`config.mk`:
```
export PLATFORM = sky130hd
export DESIGN_NAME = cnu_serial_flat
export DESIGN_NICKNAME = d
export VERILOG_FILES = /design/src/rtl/cnu_serial_if.sv /design/src/rtl/cnu_serial.sv /design/src/flat_wrapper.sv
export SDC_FILE = /design/constraint.sdc
export NUM_CORES = 1
export LEC_CHECK = 0
export ABC_AREA = 1
export ABC_CLOCK_PERIOD_IN_PS = 3800
export BUFFER_PORTS_ARGS = -buffer_cell sky130_fd_sc_hd__buf_2
export CAP_MARGIN = 20
export CORE_MARGIN = 3
export CORE_UTILIZATION = 55
export CTS_BUF_LIST = sky130_fd_sc_hd__clkbuf_16
export CTS_CLUSTER_SIZE = 20
export DETAILED_ROUTE_END_ITERATION = 7
export PLACE_DENSITY = 0.75
export SYNTH_ARGS = -nofsm -noshare
export SYNTH_HDL_FRONTEND = slang
export SYNTH_SLANG_ARGS = --single-unit
```
`constraint.sdc`:
```
create_clock -name clk -period 3.8 [get_ports clk]
set_input_delay 0.38 -clock clk [delete_from_list [all_inputs] [get_ports clk]]
set_output_delay 0.38 -clock clk [all_outputs]
set_load 0.03 [all_outputs]
```
`src/rtl/cnu_serial_if.sv`:
```
// Handshake bundle between the VNU array / message RAM side and the
// serial min-sum check node unit. The testbench drives the master side.
interface cnu_serial_if #(
    parameter int data_w = 8,
    parameter int idx_w  = 3
);
    logic                     in_valid;
    logic                     in_ready;
    logic signed [data_w-1:0] q_in;
    logic                     out_valid;
    logic                     out_ready;
    logic signed [data_w-1:0] r_out;
    logic [idx_w-1:0]         r_idx;
    logic                     parity_ok;
    logic                     frame_done;

    modport master (
        output in_valid, q_in, out_ready,
        input  in_ready, out_valid, r_out, r_idx, parity_ok, frame_done
    );

    modport slave (
        input  in_valid, q_in, out_ready,
        output in_ready, out_valid, r_out, r_idx, parity_ok, frame_done
    );
endinterface

```
`src/rtl/cnu_serial.sv`:
```
// Serial min-sum check node unit. Collects DC variable-to-check messages
// one per cycle, tracking the two smallest magnitudes, the index of the
// smallest and the running sign product, then emits DC extrinsic
// check-to-variable messages, each built without its own input.
module cnu_serial #(
    parameter int data_w = 8,
    parameter int DC     = 6,
    parameter int idx_w  = 3,
    parameter int OFFSET = 0
) (
    input  logic            clk,
    input  logic            rst,
    cnu_serial_if.slave     bus
);

    localparam logic [idx_w-1:0]  LAST     = idx_w'(DC - 1);
    localparam logic [data_w-1:0] MAXV     = {1'b0, {(data_w-1){1'b1}}};
    localparam logic [data_w-1:0] MOST_NEG = {1'b1, {(data_w-1){1'b0}}};
    localparam logic [data_w-1:0] OFF      = data_w'(OFFSET);

    typedef enum logic {COLLECT, EMIT} state_t;

    state_t            state;
    logic [idx_w-1:0]  cnt;
    logic [data_w-1:0] min1;
    logic [data_w-1:0] min2;
    logic [idx_w-1:0]  min_idx;
    logic              sign_acc;
    logic [DC-1:0]     sgn;

    logic [data_w-1:0] mag;
    logic              s_in;
    logic              accept;
    logic              emit_fire;

    // Saturated magnitude and sign of the incoming message; the most negative
    // code has no positive twin, so it is clipped to the largest magnitude.
    always_comb begin
        s_in = bus.q_in[data_w-1];
        mag  = bus.q_in;
        if (s_in) begin
            mag = (bus.q_in == MOST_NEG) ? MAXV : -bus.q_in;
        end
        accept    = bus.in_valid && (state == COLLECT);
        emit_fire = bus.out_ready && (state == EMIT);
    end

    // Frame state machine: gathers min1/min2/sign statistics, then steps
    // through the outgoing edges as downstream accepts them.
    always_ff @(posedge clk or posedge rst) begin
        if (rst) begin
            state      <= COLLECT;
            cnt        <= '0;
            min1       <= MAXV;
            min2       <= MAXV;
            min_idx    <= '0;
            sign_acc   <= 1'b0;
            sgn        <= '0;
            bus.parity_ok  <= 1'b0;
            bus.frame_done <= 1'b0;
        end else begin
            bus.frame_done <= 1'b0;
            if (accept) begin
                sgn[cnt] <= s_in;
                sign_acc <= sign_acc ^ s_in;
                if (mag < min1) begin
                    min2    <= min1;
                    min1    <= mag;
                    min_idx <= cnt;
                end else if (mag < min2) begin
                    min2 <= mag;
                end
                if (cnt == LAST) begin
                    state         <= EMIT;
                    cnt           <= '0;
                    bus.parity_ok <= ~(sign_acc ^ s_in);
                end else begin
                    cnt <= cnt + 1'b1;
                end
            end else if (emit_fire) begin
                if (cnt == LAST) begin
                    state          <= COLLECT;
                    cnt            <= '0;
                    min1           <= MAXV;
                    min2           <= MAXV;
                    min_idx        <= '0;
                    sign_acc       <= 1'b0;
                    bus.frame_done <= 1'b1;
                end else begin
                    cnt <= cnt + 1'b1;
                end
            end
        end
    end

    logic [data_w-1:0] m_sel;
    logic [data_w-1:0] m_off;
    logic              neg;

    // Extrinsic output for edge cnt: the minimum over all other edges,
    // offset-reduced, carrying the sign product with this edge's sign removed.
    always_comb begin
        bus.in_ready  = (state == COLLECT);
        bus.out_valid = (state == EMIT);
        m_sel         = (cnt == min_idx) ? min2 : min1;
        m_off         = (m_sel > OFF) ? (m_sel - OFF) : '0;
        neg           = sign_acc ^ sgn[cnt];
        bus.r_out     = '0;
        bus.r_idx     = '0;
        if (state == EMIT) begin
            bus.r_out = neg ? -m_off : m_off;
            bus.r_idx = cnt;
        end
    end

endmodule

```
`src/flat_wrapper.sv`:
```
// flat-port wrapper written by rule: the top's interface ports become plain ports
module cnu_serial_flat 
#(
    parameter int data_w = 8,
    parameter int DC     = 6,
    parameter int idx_w  = 3,
    parameter int OFFSET = 0
)
  (clk, rst, bus_in_valid, bus_q_in, bus_out_ready, bus_in_ready, bus_out_valid, bus_r_out, bus_r_idx, bus_parity_ok, bus_frame_done);
  cnu_serial_if #(.data_w(data_w), .idx_w(idx_w)) bus_i ();
  input  logic clk;
  input  logic rst;
  input wire logic [$bits(bus_i.in_valid)-1:0] bus_in_valid;
  input wire logic [$bits(bus_i.q_in)-1:0] bus_q_in;
  input wire logic [$bits(bus_i.out_ready)-1:0] bus_out_ready;
  output wire logic [$bits(bus_i.in_ready)-1:0] bus_in_ready;
  output wire logic [$bits(bus_i.out_valid)-1:0] bus_out_valid;
  output wire logic [$bits(bus_i.r_out)-1:0] bus_r_out;
  output wire logic [$bits(bus_i.r_idx)-1:0] bus_r_idx;
  output wire logic [$bits(bus_i.parity_ok)-1:0] bus_parity_ok;
  output wire logic [$bits(bus_i.frame_done)-1:0] bus_frame_done;
  assign bus_i.in_valid = bus_in_valid;
  assign bus_i.q_in = bus_q_in;
  assign bus_i.out_ready = bus_out_ready;
  assign bus_in_ready = bus_i.in_ready;
  assign bus_out_valid = bus_i.out_valid;
  assign bus_r_out = bus_i.r_out;
  assign bus_r_idx = bus_i.r_idx;
  assign bus_parity_ok = bus_i.parity_ok;
  assign bus_frame_done = bus_i.frame_done;
  cnu_serial #(.data_w(data_w), .DC(DC), .idx_w(idx_w), .OFFSET(OFFSET)) u_core (.clk(clk), .rst(rst), .bus(bus_i));
endmodule
```
### Yosys cells after proc, flatten, opt, wreduce, memory -nomap -nowiden

Index checks and enable logic that the tools add are counted.

| storage, ports and cells | value |
|---|---|
| register bits | 32 |
| bits of input ports | 12 |
| output and inout port bits | 15 |
| logic and storage cells | 72 |

| operators by class | value |
|---|---|
| add/sub/neg operators | 3 |
| $lt $le $gt $ge | 5 |
| eq/ne operators | 7 |
| mux-type cells | 34 |
| bitwise operators | 4 |
| reductions and logical operators | 10 |

Operators by type and width:

| kind | count |
|---|---|
| 8-bit 2-to-1 mux | 13 |
| 3-bit 2-to-1 mux | 8 |
| 8-bit less-than comparator | 2 |
| 8-bit negator | 2 |
| 1-bit 2-to-1 mux | 10 |
| 3-bit AND reduction | 3 |
| 8-bit equality test (second input constant) | 1 |
| 8-bit by 1-bit > comparator with 1-bit output (second input constant) | 1 |
| 6-bit bitwise mux | 1 |
| 2-bit inequality test (second input constant) | 3 |
| 3-bit by 4-bit less-than comparator with 1-bit output (second input constant) | 1 |
| 2-bit AND reduction | 2 |
| 2-bit nonzero test | 2 |
| 3-bit by 1-bit adder with 3-bit output (second input constant) | 1 |
| 1-bit binary-select mux with 3-bit select | 1 |
| 1-bit demux with 3-bit select | 1 |
| 3-bit equality test | 1 |
| 3-bit equality test (second input constant) | 1 |
| 3-bit by 1-bit greater-or-equal comparator with 1-bit output (second input constant) | 1 |
| 1-bit logical AND | 3 |
| 3-bit inequality test (second input constant) | 1 |
| 1-bit inverter | 2 |
| 1-bit XOR | 2 |

### Longest topological paths before layout

| logic depth | value |
|---|---|
| depth in word-level cells | 7 |
| mapped depth | 20 |
| mapped depth without buffers | 19 |

### Worst setup path after synthesis

No wires, ideal clock.

| path | value |
|---|---|
| path kind | reg-to-output |
| from | register u_core.cnt[1] |
| to | output bus_r_out[3] |
| data arrival time | 2.344 ns |
| required time | 3.420 ns |
| path slack | 1.076 ns |
| cell stages (with the launch flop) | 19 |
| buffers on the path | 2 |
| cell sequence | dfrtp_1 -> buf_6 -> inv_2 -> nand2_1 -> nand2_4 -> nand3_2 -> buf_6 -> o21ai_0 -> inv_1 -> ha_1 -> nand3_1 -> nor2_2 -> nand2_2 -> nand2_2 -> nand3_1 -> nand2_1 -> nand2_1 -> nand2_1 -> nor2_1 |

| on the way | value |
|---|---|
| cells in the longest elaborated chain, start to end | 7 |
| elaborated cells on any way between the ends | 10 |

Ends and longest elaborated chain:

| item | RTL line | RTL |
|---|---|---|
| from (decl) | cnu_serial.sv:24 | `logic [idx_w-1:0] cnt;` |
| from (signal assigned) | cnu_serial.sv:78 | `cnt <= cnt + 1'b1;` |
| from (signal assigned) | cnu_serial.sv:90 | `cnt <= cnt + 1'b1;` |
| 3-bit equality test | cnu_serial.sv:105 | `m_sel = (cnt == min_idx) ? min2 : min1;` |
| 8-bit 2-to-1 mux | cnu_serial.sv:105 |  |
| 8-bit by 1-bit > comparator with 1-bit output | cnu_serial.sv:106 | `m_off = (m_sel > OFF) ? (m_sel - OFF) : '0;` |
| 8-bit 2-to-1 mux | cnu_serial.sv:106 |  |
| 8-bit negator | cnu_serial.sv:111 | `bus.r_out = neg ? -m_off : m_off;` |
| 8-bit 2-to-1 mux * | cnu_serial.sv:111 |  |
| 8-bit 2-to-1 mux * | cnu_serial.sv:110 | `if (state == EMIT) begin` |
| to (decl) | flat_wrapper.sv:18 | `output wire logic [$bits(bus_i.r_out)-1:0] bus_r_out;` |

Mark *: on every way between the ends. The rest lies on a longest branch, timed or not. The select of a mux whose other input is x is not followed.

### Final worst setup path

Ends and elaborated chain as after synthesis.

==> impl_metrics.json <==
{
  "cts_buffers": 5,
  "worst_pin_slew_ns": 0.990,
  "reg2reg_slack_ns": 1.13,
  "wl_per_cell_microns": 12.9,
  "die-area_sq_um": 5550,
  "finalSetupTns_ns": 0,
  "hp-class": "input pin to async pin",
  "drc": 0,
  "grt_pass1_wl_microns": 9480,
  "period_minus_slack_ns": 3.38,
  "dieWidth_microns": 74.5,
  "placed_cells": 427,
  "synth-async-reset-ratio_pct": 100,
  "synthTopCellsByArea": "dfrtp_1 (17%), dfstp_2 (14%), nand2_1 (12%)",
  "cts-resized-gates": 0,
  "maxCapViolations": 0,
  "first_iter_violations": 152,
  "hpwl_microns": 4430,
  "final_net_count": 411,
  "via_count": 2349,
  "rows": 24,
  "end_kind": "output port",
  "synth_edf_count": 0,
  "synth_common_cells": "nand2_1 (82), inv_1 (49), nor2_1 (35)",
  "overflow": 0,
  "vias_per_cell": 5.40,
  "synthCells": 355,
  "antenna_found_initial": 0,
  "dr.pass1.iters": 5,
  "ys_ff_latch": 32,
  "whs_ns": 0.332,
  "clk_path_buf_depth": 2,
  "htree_num_levels": 2,
  "synthDominantCellAreaShare_pct": 17.5,
  "cts_tree": "built",
  "placed_cell_area_sq_um": 2710,
  "cp.required_ns": 3.42,
  "p_leak_nw": 1.51,
  "slew_headroom_pct": 33.9,
  "coreArea_sq_um": 4440,
  "yosys.area.top_type": "dfrtp_1",
  "min_period_over_period_pct": 89.0,
  "port_buffers": 26,
  "stdcell_count": 435,
  "ys.flop_type": "dfrtp_1",
  "track_usage_pct": 22.0,
  "io_pins": 27,
  "critPathLaunchType": "register",
  "finClkSkew_ns": 0.00764,
  "clk_pin_slew_ns": 0.06,
  "yosysSeqAreaShare_pct": 31.7,
  "synthToLayoutAreaGrowth_pct": 11.6,
  "grt_pass1_vias": 2074,
  "ys_types": 34,
  "insertion_delay_ns": 0.27,
  "setup_viol": 0,
  "rsz0062_at_grt": "no",
  "place.gp.congestion": 0.932,
  "stdcell_area_sq_um": 2880,
  "crit_fanout": 11,
  "grt_max_degree": 28,
  "clkSinkCount": 32,
  "fmax_ghz": 0.296,
  "synth_nets": 384,
  "drive_gt1_share_pct": 22.7,
  "ir_drop_v": 0.000395,
  "status": "finished, final reports clean",
  "antenna_left": 0,
  "postLayoutSetupSlackWorst_ns": 0.420,
  "slew_violations": 0,
  "wl_microns": 5630,
  "start_util_pct": 58.1,
  "p_per_area_nw_per_um2": 1030,
  "worstPathArrival_ns": 3.00,
  "avgSynthCellArea_sq_um": 7.27,
  "root_buffer": "clkbuf_16",
  "finalHoldViolations": 0,
  "yosys.cell_count.top_type": "nand2_1",
  "pre_cts_ws_ns": 0.418,
  "yosys_warnings": 0,
  "hold_buffers": 0,
  "diodes": 0,
  "synthesis.area_sq_um": 2580,
  "crit_type": "register to output port",
  "cts_setup_buffers": 0,
  "die_h_microns": 74.5
}
[where the power goes]
part / switching (W) / internal [W]
combinational: 0.00125 / 0.000580
sequential: 0.000139 / 0.000554
clock: 0.000140 / 0.000307
total: 0.00153 / 0.00144
[cell type report]
cell class                 instances  area [sq um]
inverter                          53           199
sequential                        32           818
fill                             399          1570
multi-input combinational        262          1480
timing repair buffer              28           145
tap                               52          65.1
clock buffer                       5           125
clock inverter                     3          42.5
[worst paths after layout]
path                                                       start                          endpoint  depth (start not counted)
worst max-delay path                   u_core.cnt[1]$_DFFE_PP0P_                      bus_r_out[3]                         16
worst min-delay path                                         rst  u_core.bus.parity_ok$_DFFE_PP0P_                          2
worst max register to register        u_core.min1[5]$_DFFE_PP1P_     u_core.min_idx[0]$_DFFE_PP0P_                         10
worst min register to register  u_core.bus.parity_ok$_DFFE_PP0P_  u_core.bus.parity_ok$_DFFE_PP0P_                          2
max in group asynchronous                                    rst        u_core.min1[6]$_DFFE_PP1P_                          3
min in group clk                                   bus_out_ready   u_core.bus.frame_done$_DFF_PP0_                          3
[state kept, by name, summed over array words and instances (netlist names)]
name                   count
u_core.min2                8
u_core.bus.frame_done      1
u_core.sgn                 6
u_core.sign_acc            1
u_core.bus.parity_ok       1
u_core.cnt                 3
u_core.bus.out_valid       1
u_core.min1                8
u_core.min_idx             3
[through the flow]
step | util, % | power [W]
3_3_place_gp | 61.0 | 0.00247
6_report | 64.8 | 0.00297
4_1_cts | 64.8 | 0.00297
2_1_floorplan | - | 0.00216
5_1_grt | 64.8 | 0.00323
3_5_place_dp | 61.0 | 0.00251
[cells by family after synthesis]
| group | count (synthesis) | synth area share, % |
|---|---|---|
| AND/OR/NAND/NOR | 175 | 32.3 |
| AO/OA/AOI/OAI | 65 | 13.9 |
| buffers and inverters | 61 | 10.8 |
| flip-flops | 32 | 31.7 |
| adder cells (fa/ha/maj) | 17 | 8.24 |
| XOR/XNOR | 5 | 3.15 |
[layer usage]
layer	GRT usage, %	vias to the layer above	share of wire (%)
met4	7.71	0	1.4
li1	-	1202	-
met3	2.84	5	4.3
met1	30.0	1068	48
met5	0	-	0
met2	36.0	74	46
[cells in the final DEF, fill, tap and decap left out, types with 3 or more instances in the layout]
cell type	count
nor2_2	4
nand2_4	7
nor2_1	35
a21oi_1	20
inv_2	4
clkbuf_16	5
nand2_2	12
dfstp_2	14
ha_1	17
o22ai_1	3
o21ai_0	21
nand3_1	16
a31oi_1	4
buf_2	26
nand2_1	82
o21ai_1	9
nor3_1	3
nand3_2	3
nand4_1	7
inv_1	49
dfrtp_1	18
a22oi_1	3
[worst max-delay path, cell delays in order, from the launching register on]
cell     delay (ns)
dfrtp_1        0.52
nand2_1        0.15
nand2_4        0.12
nand3_2        0.28
o21ai_0        0.47
inv_1          0.12
ha_1           0.22
nand3_1        0.09
nor2_2         0.05
nand2_2        0.07
nand2_2        0.08
nand3_1        0.11
nand2_1        0.06
nand2_1        0.07
nand2_1        0.05
nor2_1         0.08
buf_2          0.20
(Power assumes the default switching activity.)
